--- config.mk ---
export PLATFORM = sky130hd
export DESIGN_NAME = alu_arbiter
export DESIGN_NICKNAME = d
export VERILOG_FILES = /design/src/rtl/alu_arbiter.sv
export SDC_FILE = /design/constraint.sdc
export NUM_CORES = 1
export LEC_CHECK = 0
export CORE_MARGIN = 10
export CORE_UTILIZATION = 41
export CTS_CLUSTER_DIAMETER = 120
export DETAILED_ROUTE_END_ITERATION = 7
export PLACE_DENSITY = 0.87
export SLEW_MARGIN = 20
export SYNTH_ARGS = -nofsm -noshare
export SYNTH_HDL_FRONTEND = slang
export SYNTH_SLANG_ARGS = --single-unit
export TNS_END_PERCENT = 5
--- constraint.sdc ---
create_clock -name clk -period 2.7 [get_ports clk]
set_input_delay 0.54 -clock clk [delete_from_list [all_inputs] [get_ports clk]]
set_output_delay 0.54 -clock clk [all_outputs]
set_load 0.02 [all_outputs]
--- src/rtl/alu_arbiter.sv ---
// Round-robin arbiter sharing one combinational ALU between two requesters.
// One operation in flight; the result is registered and held until the owner accepts it.
module alu_arbiter #(
  parameter int WIDTH  = 32,
  parameter int CTRL_W = 4
) (
  input  logic              clk,
  input  logic              reset,
  input  logic              req0_valid,
  output logic              req0_ready,
  input  logic [WIDTH-1:0]  req0_data1,
  input  logic [WIDTH-1:0]  req0_data2,
  input  logic [CTRL_W-1:0] req0_ctrl,
  output logic              rsp0_valid,
  input  logic              rsp0_ready,
  output logic [WIDTH-1:0]  rsp0_result,
  output logic              rsp0_zero,
  input  logic              req1_valid,
  output logic              req1_ready,
  input  logic [WIDTH-1:0]  req1_data1,
  input  logic [WIDTH-1:0]  req1_data2,
  input  logic [CTRL_W-1:0] req1_ctrl,
  output logic              rsp1_valid,
  input  logic              rsp1_ready,
  output logic [WIDTH-1:0]  rsp1_result,
  output logic              rsp1_zero,
  output logic [WIDTH-1:0]  alu_data1,
  output logic [WIDTH-1:0]  alu_data2,
  output logic [CTRL_W-1:0] alu_ctrl,
  input  logic [WIDTH-1:0]  alu_result,
  input  logic              alu_zero,
  output logic              busy
);

  typedef enum logic [1:0] {IDLE, EXEC, RESP} state_t;

  state_t             state;
  logic               last_grant;
  logic               grant_id;
  logic               grant;
  logic               accept;
  logic               owner_ready;
  logic [WIDTH-1:0]   op1_q;
  logic [WIDTH-1:0]   op2_q;
  logic [CTRL_W-1:0]  ctrl_q;
  logic [WIDTH-1:0]   res_q;
  logic               zero_q;
  logic               rsp0_valid_q;
  logic               rsp1_valid_q;

  // A lone requester always wins; on contention the one not served last wins.
  always_comb begin
    grant = 1'b0;
    if (req0_valid && req1_valid)
      grant = ~last_grant;
    else if (req1_valid)
      grant = 1'b1;
  end

  assign req0_ready  = (state == IDLE) && req0_valid && !grant;
  assign req1_ready  = (state == IDLE) && req1_valid && grant;
  assign accept      = req0_ready || req1_ready;
  assign owner_ready = grant_id ? rsp1_ready : rsp0_ready;

  always_ff @(posedge clk) begin
    if (reset) begin
      state        <= IDLE;
      last_grant   <= 1'b1;
      grant_id     <= 1'b0;
      op1_q        <= '0;
      op2_q        <= '0;
      ctrl_q       <= '0;
      res_q        <= '0;
      zero_q       <= 1'b0;
      rsp0_valid_q <= 1'b0;
      rsp1_valid_q <= 1'b0;
    end else begin
      case (state)
        IDLE: begin
          if (accept) begin
            op1_q      <= grant ? req1_data1 : req0_data1;
            op2_q      <= grant ? req1_data2 : req0_data2;
            ctrl_q     <= grant ? req1_ctrl  : req0_ctrl;
            grant_id   <= grant;
            last_grant <= grant;
            state      <= EXEC;
          end
        end
        EXEC: begin
          res_q  <= alu_result;
          zero_q <= alu_zero;
          if (grant_id)
            rsp1_valid_q <= 1'b1;
          else
            rsp0_valid_q <= 1'b1;
          state  <= RESP;
        end
        RESP: begin
          if (owner_ready) begin
            rsp0_valid_q <= 1'b0;
            rsp1_valid_q <= 1'b0;
            state        <= IDLE;
          end
        end
        default: state <= IDLE;
      endcase
    end
  end

  // Outside EXEC the ALU sees zero operands and the unused all-ones code.
  assign alu_data1 = (state == EXEC) ? op1_q  : '0;
  assign alu_data2 = (state == EXEC) ? op2_q  : '0;
  assign alu_ctrl  = (state == EXEC) ? ctrl_q : {CTRL_W{1'b1}};

  assign rsp0_valid  = rsp0_valid_q;
  assign rsp1_valid  = rsp1_valid_q;
  assign rsp0_result = res_q;
  assign rsp1_result = res_q;
  assign rsp0_zero   = zero_q;
  assign rsp1_zero   = zero_q;
  assign busy        = (state != IDLE);

endmodule

==> results.toml <==
[synthesis]
synth-seq-area-share = 0.413
syn-cell-area_sq_mm = 0.00519
synth_cell_types = 26
syn_nets = 846
syn_avg_cell_area_sq_um = 7.73
synth_cells = 671
synth_warnings = 0
ys_ff_latch = 107

[setup_path]
crit_path_max_incr_delay_ps = 630
crit_end = "alu_data1[26]"
endpoint_kind = "output port"
cp_slowest_cell = "clkdlybuf4s50_1"
critPathMaxFanout = 53
startpoint_type = "flop"
crit_type = "reg -> out"
path_cells = "nor2b_4, buf_12, and2_1, clkdlybuf4s50_1"
r2r-start = "state[1]$_SDFFE_PP0P_"
worstPathRequired_ps = 2160
startpoint = "state[1]$_SDFFE_PP0P_"
crit_arrival_ps = 2090
reg2regPathDepth = 4
rrSetupSlack_ps = 910
worstReg2RegEnd = "op2_q[31]$_SDFFE_PP0P_"

[timing]
holdWs_ps = 467
final_hold_viol_count = 0
worstMarginPinSlew_ps = 772
timing.fmax_ghz = 0.381
min_period_ps = 2630
slew_viol_final = 0
setup_tns_ps = 0
slew_headroom = 0.485
rsz0062_at_grt = "no"
period_share = 0.973
setup_viol = 0
skew_ps = 8.97

[placement]
post-dp-hpwl_microns = 15000
place_inst = 1073
io_buffers = 313
dpl-instance-area_sq_mm = 0.00820
place.gp.congestion = 0.809

[layout]
fin_nets = 1087
layout.cells.non_filler = 1088
antenna_cells = 0
fill_cells = 1043
area_growth_pct = 64.6
stdcell_area_sq_mm = 0.00854
postLayoutCoreUtil = 0.682
drive_gt1_frac = 0.0502

[die]
fp.dieW_microns = 132
num_rows = 41
initial_core_util = 0.414
dieHeight_microns = 132
num_io_pins = 314
dieArea_sq_mm = 0.0176
coreArea_sq_mm = 0.0125

[grt]
grt_max_degree = 70
track_usage = 0.220
grt.overflow.total = 0
grt_pass1_wl_microns = 31400
antenna_found_initial = 0
grt_pass1_vias = 5616

[cts]
clkTransAtPathRegs_ps = 70
cts-root-buf = "clkbuf_16"
post-cts-setup-buffers = 0
cts_sinks = 107
clkLatencyLatePin_ps = 350
clock_path_buffers = 2
cts_buffers = 9
h-tree-depth = 3
cts_tree = "built"

[routing]
drc = 0
ant_nets = 0
wire_per_inst_microns = 18.6
drt-initial-drc-count = 348
num_vias = 5680
drt-vias-per-instance = 5.22
drtPass1Iterations = 4
drt-total-wl_microns = 20200

[min_path]
hold_path_class = "reg -> reg"

[flow_run]
maxCapViolCount = 0

[status]
status = "complete, no violations"

[pwr]
power.density_mw_per_mm2 = 550
ir_worst_vdd_uv = 269
power.leakage_uw = 0.00316
-- per-stage QoR --
step	setup slack [ps]	power (uW)
global route	3.61	4920
finish	72.1	4700
global placement	-17.5	3200
floorplan	783	2590
detailed placement	-78.8	3240
CTS	48.8	4740
-- cell families after synthesis --
| family | Yosys count | synth area share |
|---|---|---|
| compound gates | 178 | 0.236 |
| buf+inv | 102 | 0.106 |
| flops | 107 | 0.413 |
| mux | 1 | 0.00193 |
| simple gates | 283 | 0.243 |
-- state kept, by name (all words and copies together) (netlist names) --
name,cells
op1_q,32
op2_q,32
rsp0_result,32
ctrl_q,4
state,2
grant_id,1
last_grant,1
rsp0_valid,1
rsp0_zero,1
rsp1_valid,1
-- layout make-up --
class / instances / area [sq um] / share of cell area
tap: 172 / 215 / 0.0252
timing repair buffer: 328 / 3300 / 0.387
multi-input combinational: 462 / 2520 / 0.295
clock inverter: 4 / 98.8 / 0.0116
inverter: 4 / 15.0 / 0.00176
clock buffer: 11 / 243 / 0.0284
sequential: 107 / 2140 / 0.251
-- repair_timing --
| item | in CTS | in global routing |
|---|---|---|
| setup endpoints to repair | 1 | 0 |
| gates resized for setup | 1 | 0 |
| hold buffers | 0 | 0 |
-- synthesized netlist by cell type (all sizes together) --
cell	instances	area [sq um]
nand2	202	758
dfxtp	107	2140
a21oi	104	521
a311oi	68	652
and2	65	407
buf	54	368
clkbuf	44	165
nand2b	5	31.3
inv	4	15.0
nor2	4	17.5
nor2b	3	18.8
a2111oi	2	17.5
a21bo	1	10.0
a21boi	1	7.51
a221o	1	10.0
a22oi	1	7.51
mux2i	1	10.0
nand3b	1	7.51
nor3b	1	7.51
or2	1	6.26
or3b	1	8.76
-- worst min-delay path by stage --
stage	from	endpoint	slack (ps)	depth (start not counted)
after detailed placement	rsp0_result[4]$_SDFFE_PP0N_	rsp0_result[4]$_SDFFE_PP0N_	460	2
after floorplan	op2_q[24]$_SDFFE_PP0P_	op2_q[24]$_SDFFE_PP0P_	490	2
final	rsp0_result[4]$_SDFFE_PP0N_	rsp0_result[4]$_SDFFE_PP0N_	470	2
after CTS	rsp0_result[4]$_SDFFE_PP0N_	rsp0_result[4]$_SDFFE_PP0N_	470	2
after global placement	rsp0_result[9]$_SDFFE_PP0N_	rsp0_result[9]$_SDFFE_PP0N_	450	2
after global routing	rsp0_result[24]$_SDFFE_PP0N_	rsp0_result[24]$_SDFFE_PP0N_	500	2
-- cells in the final DEF, fill, tap and decap left out --
cell type	n
buf_12	5
bufinv_16	3
nor2_1	3
mux2i_1	1
nand2b_1	5
a21boi_4	1
a22oi_1	1
buf_4	11
dfxtp_1	107
nand2_1	202
or3b_2	1
nor2b_1	2
nor2_4	1
nor3b_1	1
clkbuf_16	9
nor2b_4	1
a21bo_2	1
dlygate4sd2_1	1
clkbuf_8	1
a311oi_2	9
and2_1	64
a21oi_1	104
a2111oi_0	2
clkinv_4	1
a311oi_1	59
nand3b_1	1
and2_2	1
a221o_1	1
clkdlybuf4s50_1	311
or2_2	1
inv_1	4
clkbuf_1	1
-- layer usage --
metal | vias to the layer above | wire, microns | track usage | part of all wire
li1 | 2734 | - | - | -
met4 | 0 | 768 | 0.102 | 0.038
met5 | - | 0 | 0 | 0
met1 | 2645 | 7670 | 0.235 | 0.38
met2 | 253 | 9960 | 0.381 | 0.49
met3 | 48 | 1820 | 0.0776 | 0.090
-- critical path: cells and delay by family, from the launching register on --
| kind | cells | cell delay, ps |
|---|---|---|
| buffers and inverters | 2 | 870 |
| flip-flops | 1 | 430 |
| AND/OR/NAND/NOR | 2 | 420 |
-- power by group --
group / total (uW) / internal, uW / switching, uW
logic: 1350 / 674 / 672
registers: 1840 / 1750 / 94.3
clock network: 1510 / 929 / 579
Note: power is estimated with default switching activity, not from simulation.
